===== src/rtl/tap_tempo.sv =====
// Tap-tempo estimator: times the interval between tap rising edges and
// converts it to a clamped 10-bit BPM using a 32-cycle restoring divider.
// Latency: accepted tap edge at cycle t -> update_o pulse at cycle t+34.
module tap_tempo #(
   parameter int unsigned CLK_HZ  = 50_000_000,
   parameter int unsigned MIN_BPM = 20,
   parameter int unsigned MAX_BPM = 511
) (
   input  logic       clk_i,
   input  logic       rst_i,
   input  logic       tap_i,
   output logic [9:0] bpm_o,
   output logic       valid_o,
   output logic       update_o,
   output logic       armed_o
);

   // Numerator is cycles per minute; computed wide so CLK_HZ*60 cannot wrap
   localparam logic [63:0] NUM_W = 64'(CLK_HZ) * 64'd60;
   localparam logic [31:0] NUM   = NUM_W[31:0];
   localparam logic [31:0] TMO   = NUM / MIN_BPM;
   localparam logic [31:0] MINI  = NUM / MAX_BPM;
   localparam logic [31:0] MINB  = MIN_BPM;
   localparam logic [31:0] MAXB  = MAX_BPM;

   typedef enum logic {
      ST_IDLE,
      ST_ARMED
   } st_e;

   typedef enum logic [1:0] {
      DV_IDLE,
      DV_RUN,
      DV_DONE
   } dv_e;

   // Edge detection and interval measurement state
   logic        tap_q;
   st_e         st_q, st_d;
   logic [31:0] cnt_q, cnt_d;
   logic [31:0] hist_q [4];
   logic [31:0] hist_d [4];
   logic [2:0]  hcnt_q, hcnt_d;
   logic        pend_q, pend_d;

   // Divider and output state
   dv_e         dv_q, dv_d;
   logic [31:0] dvs_q, dvs_d;
   logic [31:0] rem_q, rem_d;
   logic [31:0] quo_q, quo_d;
   logic [4:0]  iter_q, iter_d;
   logic [9:0]  bpm_q, bpm_d;
   logic        valid_q, valid_d;
   logic        update_q, update_d;

   logic        edge_w;
   logic        accept_w;
   logic        start_w;
   logic [33:0] sum_w;
   logic [31:0] div_w;
   logic [32:0] rem_sh_w;
   logic [32:0] diff_w;

   function automatic logic [9:0] clamp_bpm(input logic [31:0] q);
      logic [31:0] r;
      if (q < MINB)
         r = MINB;
      else if (q > MAXB)
         r = MAXB;
      else
         r = q;
      return r[9:0];
   endfunction

   assign edge_w   = tap_i & ~tap_q;
   // Intervals shorter than MINI are bounce/glitches: counter and history untouched
   assign accept_w = edge_w && (st_q == ST_ARMED) && (cnt_q >= MINI);
   // A queued divide launches the cycle after the previous result is published
   assign start_w  = (dv_q == DV_IDLE) && (accept_w || pend_q);

   // Tap FSM next state: arming, interval counting, history push and timeout
   always_comb begin
      st_d   = st_q;
      cnt_d  = cnt_q;
      hcnt_d = hcnt_q;
      for (int i = 0; i < 4; i++)
         hist_d[i] = hist_q[i];

      case (st_q)
         ST_IDLE: begin
            if (edge_w) begin
               st_d  = ST_ARMED;
               cnt_d = 32'd1;
            end
         end
         ST_ARMED: begin
            if (accept_w) begin
               cnt_d     = 32'd1;
               hist_d[0] = cnt_q;
               hist_d[1] = hist_q[0];
               hist_d[2] = hist_q[1];
               hist_d[3] = hist_q[2];
               hcnt_d    = (hcnt_q == 3'd4) ? 3'd4 : 3'(hcnt_q + 3'd1);
            end else if (cnt_q == TMO) begin
               // Timeout: forget the tempo history but keep the last BPM on the output
               st_d   = ST_IDLE;
               cnt_d  = '0;
               hcnt_d = '0;
            end else begin
               cnt_d = 32'(cnt_q + 32'd1);
            end
         end
         default: begin
            st_d  = ST_IDLE;
            cnt_d = '0;
         end
      endcase
   end

   // Divisor from the post-push history so a same-cycle edge is included
   always_comb begin
      sum_w = {2'b00, hist_d[0]} + {2'b00, hist_d[1]}
            + {2'b00, hist_d[2]} + {2'b00, hist_d[3]};
      div_w = (hcnt_d == 3'd4) ? 32'(sum_w >> 2) : hist_d[0];
   end

   // Pending flag: at most one extra divide is remembered while the divider is busy
   always_comb begin
      pend_d = pend_q;
      if (start_w)
         pend_d = 1'b0;
      else if (accept_w)
         pend_d = 1'b1;
   end

   // Divider FSM next state: load, 32 restoring iterations, then publish the clamped result
   always_comb begin
      dv_d     = dv_q;
      dvs_d    = dvs_q;
      rem_d    = rem_q;
      quo_d    = quo_q;
      iter_d   = iter_q;
      bpm_d    = bpm_q;
      valid_d  = valid_q;
      update_d = 1'b0;
      rem_sh_w = {rem_q, quo_q[31]};
      diff_w   = rem_sh_w - {1'b0, dvs_q};

      case (dv_q)
         DV_IDLE: begin
            if (start_w) begin
               dv_d   = DV_RUN;
               dvs_d  = div_w;
               rem_d  = '0;
               quo_d  = NUM;
               iter_d = '0;
            end
         end
         DV_RUN: begin
            // Quotient bits shift in from the right as numerator bits shift out the left
            if (rem_sh_w >= {1'b0, dvs_q}) begin
               rem_d = 32'(diff_w);
               quo_d = {quo_q[30:0], 1'b1};
            end else begin
               rem_d = 32'(rem_sh_w);
               quo_d = {quo_q[30:0], 1'b0};
            end
            iter_d = 5'(iter_q + 5'd1);
            if (iter_q == 5'd31)
               dv_d = DV_DONE;
         end
         DV_DONE: begin
            bpm_d    = clamp_bpm(quo_q);
            valid_d  = 1'b1;
            update_d = 1'b1;
            dv_d     = DV_IDLE;
         end
         default: begin
            dv_d = DV_IDLE;
         end
      endcase
   end

   // Tap FSM registers
   always_ff @(posedge clk_i) begin
      if (rst_i) begin
         tap_q  <= 1'b0;
         st_q   <= ST_IDLE;
         cnt_q  <= '0;
         hcnt_q <= '0;
         pend_q <= 1'b0;
         for (int i = 0; i < 4; i++)
            hist_q[i] <= '0;
      end else begin
         tap_q  <= tap_i;
         st_q   <= st_d;
         cnt_q  <= cnt_d;
         hcnt_q <= hcnt_d;
         pend_q <= pend_d;
         for (int i = 0; i < 4; i++)
            hist_q[i] <= hist_d[i];
      end
   end

   // Divider and output registers; reset aborts any divide in flight
   always_ff @(posedge clk_i) begin
      if (rst_i) begin
         dv_q     <= DV_IDLE;
         dvs_q    <= '0;
         rem_q    <= '0;
         quo_q    <= '0;
         iter_q   <= '0;
         bpm_q    <= '0;
         valid_q  <= 1'b0;
         update_q <= 1'b0;
      end else begin
         dv_q     <= dv_d;
         dvs_q    <= dvs_d;
         rem_q    <= rem_d;
         quo_q    <= quo_d;
         iter_q   <= iter_d;
         bpm_q    <= bpm_d;
         valid_q  <= valid_d;
         update_q <= update_d;
      end
   end

   assign bpm_o    = bpm_q;
   assign valid_o  = valid_q;
   assign update_o = update_q;
   assign armed_o  = (st_q == ST_ARMED);

endmodule


===== config.mk =====
export PLATFORM = sky130hd
export DESIGN_NAME = tap_tempo
export DESIGN_NICKNAME = d
export VERILOG_FILES = /design/src/rtl/tap_tempo.sv
export SDC_FILE = /design/constraint.sdc
export NUM_CORES = 1
export LEC_CHECK = 0
export CORE_ASPECT_RATIO = 2
export CORE_MARGIN = 10
export CORE_UTILIZATION = 60
export DETAILED_ROUTE_END_ITERATION = 10
export HOLD_SLACK_MARGIN = 0.08
export PLACE_DENSITY = 0.76
export SYNTH_ARGS = -nofsm -noshare
export SYNTH_HDL_FRONTEND = slang
export SYNTH_SLANG_ARGS = --single-unit

===== constraint.sdc =====
create_clock -name clk_i -period 13.6 [get_ports clk_i]
set_input_delay 3.4 -clock clk_i [delete_from_list [all_inputs] [get_ports clk_i]]
set_output_delay 3.4 -clock clk_i [all_outputs]
set_load 0.02 [all_outputs]

== After elaboration in Yosys (flattened, before gate mapping) ==
Memories as Yosys holds them, arrays and structs flattened.
Cells that the tools add are included.

* Memories kept: 1
* Memory bits (writable): 128
* Register bits: 153
* Bits of input ports: 3
* Logic and storage cells: 87

{| class="wikitable"
|+ Memory list
! name !! words !! bits a word !! read ports !! clocked after Yosys merged registers in !! wr ports !! line !! RTL
|-
| hist_q || 4 || 32 || 4 || 0 || 4 || 41 || <nowiki>logic [31:0] hist_q [4];</nowiki>
|}

* $add $sub $neg: 7
* Order comparisons: 4
* Muxes and demuxes: 36
* Eq/ne operators: 9
* Bitwise operators: 7
* Reductions and logical operators: 10

{| class="wikitable"
|+ Operators with widths
! kind !! count
|-
| $mux 32 || 11
|-
| $mux 128 || 2
|-
| $pmux 32 s2 || 3
|-
| $add 33x32->34 || 1
|-
| $add 34x32->34 || 1
|-
| $add 32x32->33 || 1
|-
| $ge 33x32->1 || 1
|-
| $add 32x1->32 const B || 1
|-
| $eq 32x28->1 const B || 1
|-
| $ge 32x23->1 const B || 1
|-
| $gt 32x9->1 const B || 1
|-
| $lt 32x5->1 const B || 1
|-
| $sub 32x32->32 || 1
|-
| $mux 10 || 2
|-
| $mux 3 || 4
|-
| $pmux 5 s2 || 1
|-
| $mux 1 || 8
|-
| $eq 3x3->1 const B || 2
|-
| $ne 2x2->1 const B || 3
|-
| $reduce_and 2->1 || 3
|-
| $add 5x1->5 const B || 1
|-
| $eq 5x5->1 const B || 1
|-
| $mux 5 || 1
|-
| $mux 2 || 2
|-
| other kinds (13) || 19
|}

== Longest topological paths before layout ==
* Depth in word-level cells: 10
* Mapped depth: 28

== Worst setup path after synthesis ==
OpenSTA, ideal clock, no wires.

* Path type: in2reg
* Start: input tap_i
* End: register dvs_q[13]
* Required time: 13.466 ns
* Stages: 26
* Buffers on the path: 4
* Slack: 4.795 ns
* Setup time: 0.134 ns
* Arrival: 8.671 ns
* Cells stage by stage: nand3b_1 nor3_1 o221a_2 or2_1 buf_2 buf_2 clkbuf_1 buf_1 nand2_1 nand2_1 fa_1 fa_1 inv_1 nor3_1 fa_1 a21o_1 a211oi_1 o21ai_1 a31o_1 a21o_1 a211o_1 a31o_1 a21oi_1 xnor2_1 a211oi_1 a211oi_1

{| class="wikitable"
|+ RTL lines
! element !! line !! RTL
|-
| start, declared || 11 || <nowiki>input logic tap_i,</nowiki>
|-
| end signal, assigned || 218 || <nowiki>dvs_q <= dvs_d;</nowiki>
|-
| end, declared || 48 || <nowiki>logic [31:0] dvs_q, dvs_d;</nowiki>
|}

==> results.py <==
metrics = {
    "global_routing": {
        "antenna_found_initial": 0,
        "grt_max_degree": 129,
        "grt.total_usage": 0.232,
        "grt_pass1_wl_mm": 66.4,
        "grt.overflow.total": 0,
        "grt_pass1_vias": 13900,
    },
    "clock_network": {
        "cts_tree": "yes",
        "clock_latency_ns": 0.56,
        "post-cts-setup-buffers": 0,
        "cts.sinks": 281,
        "hold_buffers": 0,
        "clk_pin_slew_worst_paths_ns": 0.07,
        "h-tree-depth": 1,
        "cts_resized": 0,
        "cts-buffers-inserted": 27,
        "cts_root_buf": "clkbuf_16",
        "ctsLongestPathBuffers": 3,
    },
    "setup_path": {
        "critPathLaunchType": "primary input",
        "cp_slowest_cell": "fa_1",
        "worst_setup_path_end_kind": "flop",
        "worstPathArrival_ns": 10.30,
        "crit_family": "compound AO/OA/AOI/OAI gates",
        "criticalPathCategory": "in -> reg",
        "crit_fanout": 50,
        "critPathBufInv": 5,
        "required_ns": 14.00,
        "cpPeakStageDelay_ns": 0.54,
    },
    "layout": {
        "design_area_um2": 17700,
        "antenna_cells": 0,
        "drive_gt1_frac": 0.0415,
        "nNetsFinal": 2164,
        "syn_to_final_growth_pct": 7.69,
    },
    "power": {
        "pwr-share-seq": 0.496,
        "p_switching_mw": 0.367,
        "pwr-share-clk": 0.486,
        "p_per_area_nw_per_um2": 94.2,
        "vdd_ir_drop_max_v": 0.0000920,
        "pwr-share-comb": 0.018,
        "p_leak_nw": 7.98,
        "internal_power_mw": 1.30,
        "swShare": 0.221,
    },
    "synthesis": {
        "synth_cells": 2072,
        "syn_area_um2": 16400,
        "syn_area_per_cell_um2": 7.92,
        "ys_types": 71,
        "synth_edf_count": 0,
        "netlist.area_leader.share": 0.343,
        "synth_commonest_cells": "nand2_1, dfxtp_1, nor2_1",
        "async_reset_ff_frac": 0,
        "yosys.cell_count.top_type": "nand2_1",
        "yosys-top-cells-area": "dfxtp_1, nand2_1, fa_1",
        "synth_top_area_cell": "dfxtp_1",
        "synth_warnings": 0,
        "synth_seq_cells": 281,
        "syn_nets": 2210,
        "synth-seq-area-share": 0.343,
        "synth-main-ff-cell": "dfxtp_1",
    },
    "routing": {
        "vias": 13900,
        "via_per_inst": 5.80,
        "first_pass_iters": 6,
        "drtIter0Drc": 850,
        "finalWirelength_mm": 40.6,
        "wl_per_cell_um": 16.9,
        "drc_errors": 0,
        "final_antenna_net_count": 0,
    },
    "sta": {
        "clock_skew_ns": 0.0161,
        "hold_viol": 0,
        "fmax_mhz": 101,
        "tightestPinTransition_ns": 1.09,
        "finalSetupTns_ns": 0,
        "fin_crit_sh": 0.728,
        "grt_setup_unrepaired": "no",
        "setup_viol": 0,
        "fin_crit_ns": 9.90,
        "maxSlewHeadroom": 0.276,
        "slew_violations": 0,
    },
    "floorplanning": {
        "die_w_um": 137,
        "rows": 85,
        "core_um2": 26900,
        "io_pins": 16,
        "dieArea_um2": 34800,
        "dieHeight_um": 254,
        "start_util": 0.610,
    },
    "placement": {
        "dpl_cell_area_um2": 16700,
        "gp_congestion": 0.929,
        "numPortBuffers": 15,
        "dp.final_hpwl_mm": 29.3,
    },
    "run": {
        "maxCapViolations": 0,
    },
    "run_status": {
        "status": "finished clean",
    },
    "hold_path": {
        "hold_class": "reg -> reg",
    },
}
## power groups by stage
stage	Combinational, mW	Clock [mW]	Sequential (mW)
finish	0.0300	0.809	0.825
global route	0.0332	0.850	0.825
CTS	0.0303	0.823	0.825
detailed placement	0.0302	0	0.844
global placement	0.0295	0	0.844
floorplan	0.0225	0	0.843
## sequential cells by signal, summed over array words and instances (netlist names)
signal and flops:
quo_q 32, update_o 1, rem_q 32, bpm_o 10, hcnt_q 3, cnt_q 32
valid_o 1, pend_q 1, dvs_q 32, armed_o 1, tap_q 1, hist_q 128
dv_q 2, iter_q 5
## placed cells by master (no fill, tap or decap), types with 8 or more instances in the layout
master	instances
a21o_1	46
a22oi_1	8
fa_1	65
o21ai_1	30
clkbuf_16	27
a211oi_1	30
o211ai_1	17
xor2_1	24
nand3_1	25
o21bai_1	9
nor2b_1	103
clkdlybuf4s50_1	14
a22o_1	22
nor2_1	185
and3_1	21
mux2i_1	51
nor3_1	42
ha_1	70
nand2_1	409
nand4_1	11
a21oi_1	94
o21ai_0	66
inv_1	174
xnor2_1	25
a311oi_1	18
buf_4	14
dfxtp_1	281
a31oi_1	18
nor4_1	14
## layer usage
| layer | vias up | GRT usage | part of all wire |
|---|---|---|---|
| met5 | - | 0 | 0 |
| li1 | 6869 | - | - |
| met2 | 275 | 0.431 | 0.53 |
| met4 | 0 | 0.135 | 0.056 |
| met1 | 6623 | 0.242 | 0.38 |
| met3 | 128 | 0.0231 | 0.029 |
## worst reg2reg max path: stages, from the launching register on
cell and delay [ns]:
dfxtp_1 0.49, inv_1 0.10, ha_1 0.22, nor3b_1 0.14, nor4b_1 0.34, o221a_2 0.25
or2_4 0.45, inv_2 0.52, buf_4 0.46, nand2_1 0.16, nand2_1 0.10, fa_1 0.54
inv_1 0.05, fa_1 0.49, inv_1 0.04, ha_1 0.35, a21o_1 0.20, a21o_1 0.19
a2111oi_0 0.51, o21ai_0 0.20, a31o_2 0.26, a41o_1 0.29, a31oi_1 0.24, nand2b_1 0.20
nor3b_1 0.08, o41ai_1 0.35, a211oi_1 0.12
## stage by stage
step / worst slack (ns) / cells / utilization / hold slack (ns) / power (mW)
after global placement: 3.36 / 2345 / 0.622 / 0.445 / 0.873
after detailed placement: 3.22 / 2345 / 0.622 / 0.448 / 0.874
after floorplan: 4.80 / 2072 / - / 0.432 / 0.866
after global routing: 3.29 / 2395 / 0.657 / 0.488 / 1.71
final: 3.70 / 2395 / 0.657 / 0.458 / 1.66
after CTS: 3.81 / 2395 / 0.657 / 0.460 / 1.68
## area by class of cell
class | count | area (µm²)
Clock buffer | 31 | 701
Clock inverter | 19 | 244
Fill cell | 2285 | 9230
Inverter | 175 | 657
Multi-Input combinational cell | 1512 | 9750
Sequential cell | 281 | 5630
Tap cell | 348 | 435
Timing Repair Buffer | 29 | 256
## final timing paths
| kind | startpoint | to | slack [ns] | cells past startpoint |
|---|---|---|---|---|
| worst min-delay path | dvs_q[12] | dvs_q[12] | 0.46 | 2 |
| worst min register to register | dvs_q[12] | dvs_q[12] | 0.46 | 2 |
| worst max register to register | cnt_q[0] | dvs_q[29] | 6.10 | 26 |
| worst max-delay path | tap_i | dvs_q[29] | 3.70 | 25 |
## logic make-up (layout without fill, tap and decap cells)
logic type | count (synthesis) | count (layout) | synth area share
adders and majority gates | 135 | 135 | 0.133
AOI/OAI and AO/OA | 412 | 412 | 0.165
buffers and inverters | 279 | 254 | 0.0651
muxes | 52 | 52 | 0.0318
xor gates and xnor gates | 49 | 49 | 0.0262
and+or+nand+nor | 864 | 864 | 0.237
DFF | 281 | 281 | 0.343
(Power assumes the default switching activity.)
